$ cat config.mk
export PLATFORM = sky130hd
export DESIGN_NAME = inst_rom_bridge
export DESIGN_NICKNAME = d
export VERILOG_FILES = /design/src/rtl/inst_rom_bridge_pkg.sv /design/src/rtl/inst_rom_bridge.sv
export SDC_FILE = /design/constraint.sdc
export NUM_CORES = 1
export LEC_CHECK = 0
export CAP_MARGIN = 40
export CORE_UTILIZATION = 30
export DETAILED_ROUTE_END_ITERATION = 10
export PLACE_DENSITY = 0.69
export SYNTH_ARGS = -nofsm -noshare
export SYNTH_HDL_FRONTEND = slang
export SYNTH_SLANG_ARGS = --single-unit
$ cat constraint.sdc
create_clock -name clk -period 4.2 [get_ports clk]
set_input_delay 1.05 -clock clk [delete_from_list [all_inputs] [get_ports clk]]
set_output_delay 1.05 -clock clk [all_outputs]
set_load 0.01 [all_outputs]
$ cat src/rtl/inst_rom_bridge_pkg.sv
// Shared definitions for the instruction-fetch bridge: bus widths matching the
// core's bus macros, the 2-bit bridge state encoding, and a stall helper.
package inst_rom_bridge_pkg;

  // Core bus widths (address, data, byte-select).
  localparam int ADDR_BUS_W    = 32;
  localparam int DATA_BUS_W    = 32;
  localparam int MEM_SEL_BUS_W = 4;

  typedef logic [1:0] irb_state_t;

  // Bridge state encoding.
  localparam irb_state_t IRB_IDLE  = 2'b00;
  localparam irb_state_t IRB_REQ   = 2'b01;
  localparam irb_state_t IRB_RESP  = 2'b10;
  localparam irb_state_t IRB_DRAIN = 2'b11;

  // The PC may only advance when no word is outstanding, or when the
  // outstanding word is arriving on this very cycle.
  function automatic logic irb_stall(input irb_state_t st, input logic rvalid);
    logic s;
    case (st)
      IRB_IDLE: s = 1'b0;
      IRB_RESP: s = !rvalid;
      default:  s = 1'b1;
    endcase
    return s;
  endfunction

endpackage

$ cat src/rtl/inst_rom_bridge.sv
// Instruction-fetch responder: turns the PC stage's combinational fetch port
// into req/gnt/rvalid bus transactions, stalls the PC until the word for the
// current pc arrives, and drops responses orphaned by a flush redirect.
module inst_rom_bridge
  import inst_rom_bridge_pkg::*;
#(
  parameter int ADDR_W = ADDR_BUS_W,
  parameter int DATA_W = DATA_BUS_W,
  parameter int SEL_W  = MEM_SEL_BUS_W
) (
  input  logic              clk,
  input  logic              rst,
  input  logic [ADDR_W-1:0] rom_addr,
  input  logic [SEL_W-1:0]  rom_write_en,
  input  logic [DATA_W-1:0] rom_write_data,
  input  logic              flush,
  output logic [DATA_W-1:0] rom_read_data,
  output logic              stall_req,
  output logic              mem_req,
  output logic [ADDR_W-1:0] mem_addr,
  output logic [SEL_W-1:0]  mem_we,
  output logic [DATA_W-1:0] mem_wdata,
  input  logic              mem_gnt,
  input  logic              mem_rvalid,
  input  logic [DATA_W-1:0] mem_rdata
);

  irb_state_t        state_q, state_d;
  logic [ADDR_W-1:0] req_addr_q, req_addr_d;
  logic [SEL_W-1:0]  req_we_q, req_we_d;
  logic [DATA_W-1:0] req_wdata_q, req_wdata_d;
  logic [DATA_W-1:0] data_q;

  logic deliver;
  logic issue_new;

  // Stall, delivery and "present the PC stage's request on the bus now"
  // decisions. A flush while still ungranted retargets the open request;
  // a flush while waiting for data cannot, so it is handled via DRAIN.
  always_comb begin
    stall_req = irb_stall(state_q, mem_rvalid);
    deliver   = (state_q == IRB_RESP) && mem_rvalid;
    issue_new = !rst && (!stall_req || (flush && (state_q == IRB_REQ)));
  end

  // Bus request and fetched-word outputs; the arriving word bypasses data_q.
  always_comb begin
    mem_req   = 1'b0;
    mem_addr  = req_addr_q;
    mem_we    = req_we_q;
    mem_wdata = req_wdata_q;
    if (issue_new) begin
      mem_req   = 1'b1;
      mem_addr  = rom_addr;
      mem_we    = rom_write_en;
      mem_wdata = rom_write_data;
    end else if (!rst && (state_q == IRB_REQ)) begin
      mem_req = 1'b1;
    end
    rom_read_data = deliver ? mem_rdata : data_q;
  end

  // Next state and request capture.
  always_comb begin
    state_d     = state_q;
    req_addr_d  = req_addr_q;
    req_we_d    = req_we_q;
    req_wdata_d = req_wdata_q;
    if (issue_new) begin
      state_d     = mem_gnt ? IRB_RESP : IRB_REQ;
      req_addr_d  = rom_addr;
      req_we_d    = rom_write_en;
      req_wdata_d = rom_write_data;
    end else begin
      case (state_q)
        IRB_REQ: begin
          if (mem_gnt) state_d = IRB_RESP;
        end
        IRB_RESP: begin
          // Only reached without rvalid; the in-flight word is now stale.
          if (flush) begin
            state_d     = IRB_DRAIN;
            req_addr_d  = rom_addr;
            req_we_d    = rom_write_en;
            req_wdata_d = rom_write_data;
          end
        end
        IRB_DRAIN: begin
          if (flush) begin
            req_addr_d  = rom_addr;
            req_we_d    = rom_write_en;
            req_wdata_d = rom_write_data;
          end
          if (mem_rvalid) state_d = IRB_REQ;
        end
        default: state_d = IRB_IDLE;
      endcase
    end
  end

  // State, request and last-fetched-word registers.
  always_ff @(posedge clk) begin
    if (rst) begin
      state_q     <= IRB_IDLE;
      req_addr_q  <= '0;
      req_we_q    <= '0;
      req_wdata_q <= '0;
      data_q      <= '0;
    end else begin
      state_q     <= state_d;
      req_addr_q  <= req_addr_d;
      req_we_q    <= req_we_d;
      req_wdata_q <= req_wdata_d;
      if (deliver) data_q <= mem_rdata;
    end
  end

endmodule

==> results.py <==
metrics = {
    "die": {
        "die_w_um": 134,
        "start_util_pct": 31.1,
        "die_y_um": 134,
        "die_area_mm2": 0.0180,
        "io_pins": 207,
        "num_rows": 47,
        "core-area_mm2": 0.0168,
    },
    "routing": {
        "drt_iter0_markers": 283,
        "drt_wl_total_um": 14100,
        "drt_first_pass_iters": 4,
        "postRouteAntennaNets": 0,
        "routed_via_density": 4.64,
        "vias": 4954,
        "route.detailed.drc": 0,
        "wire_per_inst_um": 13.2,
    },
    "grt": {
        "antenna_found_initial": 0,
        "grt_max_degree": 95,
        "gr-total-overflow": 0,
        "grt_pass1_wl_um": 22400,
        "grtUsageTotal_pct": 15.5,
        "grt_pass1_vias": 4596,
    },
    "timing": {
        "worst_pin_slew_ps": 776,
        "period_needed_ps": 4040,
        "hold_viol_final": 0,
        "grt_setup_unrepaired": "false",
        "relSlewSlack_pct": 48.3,
        "finalSetupTns_ps": 0,
        "fin_crit_sh_pct": 96.2,
        "slew_violations": 0,
        "clock.fmax_mhz": 247,
        "fin_skew_ps": 4.34,
        "setup_violations": 0,
    },
    "logic_synthesis": {
        "yosysWarnings": 0,
        "synth-seq-area-share_pct": 39.0,
        "synth_nets": 774,
        "synthArstFlopShare_pct": 0,
        "synth_edf_count": 0,
        "synth.avg_cell_area_um2": 7.88,
        "synthCells": 664,
        "yosysUniqueCellTypes": 25,
        "synth_seq_cells": 102,
        "synth_most_common_cell": "nand2_1",
        "netlist_top_cells_count": "nand2_1, dfxtp_1, a21oi_1, nand3_1, a21bo_2",
        "synthFlopType": "dfxtp_1",
        "synth_area_leader_cell": "dfxtp_1",
        "yosysTopAreaCellShare_pct": 39.0,
        "syn_area_mm2": 0.00523,
        "synthTopCellsByArea": "dfxtp_1, nand2_1, a21bo_2",
    },
    "cts": {
        "cts_tree": "yes",
        "cts.path.max_buffers": 2,
        "cts.sinks": 102,
        "clkTransAtPathRegs_ps": 70,
        "clk_latency_ps": 350,
        "ctsHoldBuffers": 0,
        "cts_buffers": 9,
        "cts_root_buf": "clkbuf_16",
        "h-tree-depth": 3,
    },
    "job": {
        "maxCapViolCount": 0,
    },
    "finish": {
        "syn2layout_area_growth_pct": 51.3,
        "fillCellCount": 1681,
        "fin_nets": 952,
        "drive_above_1_share_pct": 15.6,
        "instances_no_fill": 1067,
        "final_area_mm2": 0.00792,
        "diodes": 0,
    },
    "setup_path": {
        "crit_cells": 8,
        "r2r-end": "state_q[0]",
        "critPathCaptureType": "output pin",
        "path_max_fanout": 24,
        "critPathMaxStageDelay_ps": 570,
        "critPathLaunchType": "primary input",
        "cp_top_family": "buffers and inverters",
        "slowest_stage": "clkdlybuf4s50_1",
        "worstSetupPathType": "primary input to output pin",
        "rr_worst_depth": 8,
        "crit_chain": "clkdlybuf4s50_1 -> nand2_1 -> a21oi_4 -> buf_4 -> buf_12 -> nand2_1 -> nand2_1 -> clkdlybuf4s50_1",
        "arrival_ps": 2990,
        "crit_start": "flush",
        "cp_num_buf_inv": 4,
        "crit_path_end": "mem_wdata[6]",
        "r2r_start": "state_q[0]",
        "cp_data_required_time_ps": 3150,
        "r2r_slack_ps": 1860,
        "cp_common_cell": "nand2_1",
    },
    "placement": {
        "gp_congestion": 0.749,
        "dp_cells": 1048,
        "port_buffers": 206,
        "dpl.hpwl_um": 9160,
        "place_area_mm2": 0.00755,
    },
    "power": {
        "powerDensity_mw_per_mm2": 615,
        "worst_ir_drop_vdd_uv": 246,
        "leakagePower_uw": 0.00327,
        "p_total_uw": 4870,
    },
    "min_path": {
        "hold_class": "flip-flop to flip-flop",
    },
    "run_status": {
        "status": "complete, no violations",
    },
}
[worst min path at each step]
| stage | start | to | slack, ps | cells past startpoint |
|---|---|---|---|---|
| after floorplan | req_addr_q[0] | req_addr_q[0] | 440 | 2 |
| final | req_wdata_q[2] | req_wdata_q[2] | 460 | 2 |
| after detailed placement | req_addr_q[0] | req_addr_q[0] | 460 | 2 |
| after global placement | req_wdata_q[17] | req_wdata_q[17] | 450 | 2 |
| after global routing | req_wdata_q[21] | req_wdata_q[21] | 480 | 2 |
| after CTS | req_wdata_q[17] | req_wdata_q[17] | 470 | 2 |
[timing repair]
action	4_1_cts	5_1_grt
buffers inserted	0	2
setup endpoints to repair	0	55
gates resized for setup	0	1
hold endpoints to repair	0	0
[cell families (layout without fill, tap and decap cells)]
group / after synthesis / after routing / share of synthesized area (%)
AND/OR/NAND/NOR: 315 / 315 / 26.1
multiplexers: 35 / 35 / 7.56
adder cells (fa/ha/maj): 5 / 5 / 1.20
flip-flops: 102 / 102 / 39.0
buffers and inverters: 63 / 246 / 5.52
AO/OA/AOI/OAI: 144 / 144 / 20.6
[tightest hold or removal path: stages (launching register included)]
cell and delay [ps]:
dfxtp_1 310, nand3_1 60, a21oi_1 50
[flip-flops by register name (all words and copies together) (netlist names)]
register,flops
req_addr_q,32
state_q,2
req_we_q,4
req_wdata_q,32
data_q,32
[metrics by stage]
step	hold WS, ps	util, %	worst slack (ps)
2_1_floorplan	444	-	979
3_3_place_gp	451	44.8	95.8
3_5_place_dp	455	44.9	51.0
4_1_cts	465	46.8	47.4
5_1_grt	480	47.1	40.5
6_report	463	47.1	158
[per-layer routing]
layer / routed length [µm] / up-vias / GRT usage [%]
met2: 6340 / 153 / 25.7
met1: 6440 / 2231 / 19.0
met5: 0 / - / 0
met4: 158 / 0 / 4.62
li1: - / 2560 / -
met3: 1130 / 10 / 5.25
[layout make-up]
type | count | area, µm² | area share, %
Multi-Input combinational cell | 499 | 2940 | 37.1
Inverter | 4 | 15.0 | 0.190
Timing Repair Buffer | 226 | 2330 | 29.5
Clock buffer | 12 | 256 | 3.24
Clock inverter | 4 | 55.1 | 0.696
Sequential cell | 102 | 2040 | 25.8
Tap cell | 220 | 275 | 3.48
[power by group]
part           total, µW  switching (µW)  internal (µW)
Sequential          1290            98.2           1190
Clock                872             374            497
Combinational       2710            1280           1420
Total               4870            1760           3110
[cell usage in the layout, fill, tap and decap left out, drive strengths merged]
master,netlist,final
nand2,208,208
clkdlybuf4s50,0,205
dfxtp,102,102
a21oi,71,71
nand3,68,68
a21bo,68,68
mux2,33,33
nor2b,33,33
buf,32,20
clkbuf,27,13
ha,5,5
inv,4,4
nand2b,3,3
clkinv,0,2
mux2i,2,2
a21o,1,1
o21ai,1,1
o221ai,1,1
nor2,1,1
nand3b,1,1
or4,1,1
o311ai,1,1
a31o,1,1
clkinvlp,0,1
bufinv,0,1
(Power assumes the default switching activity.)
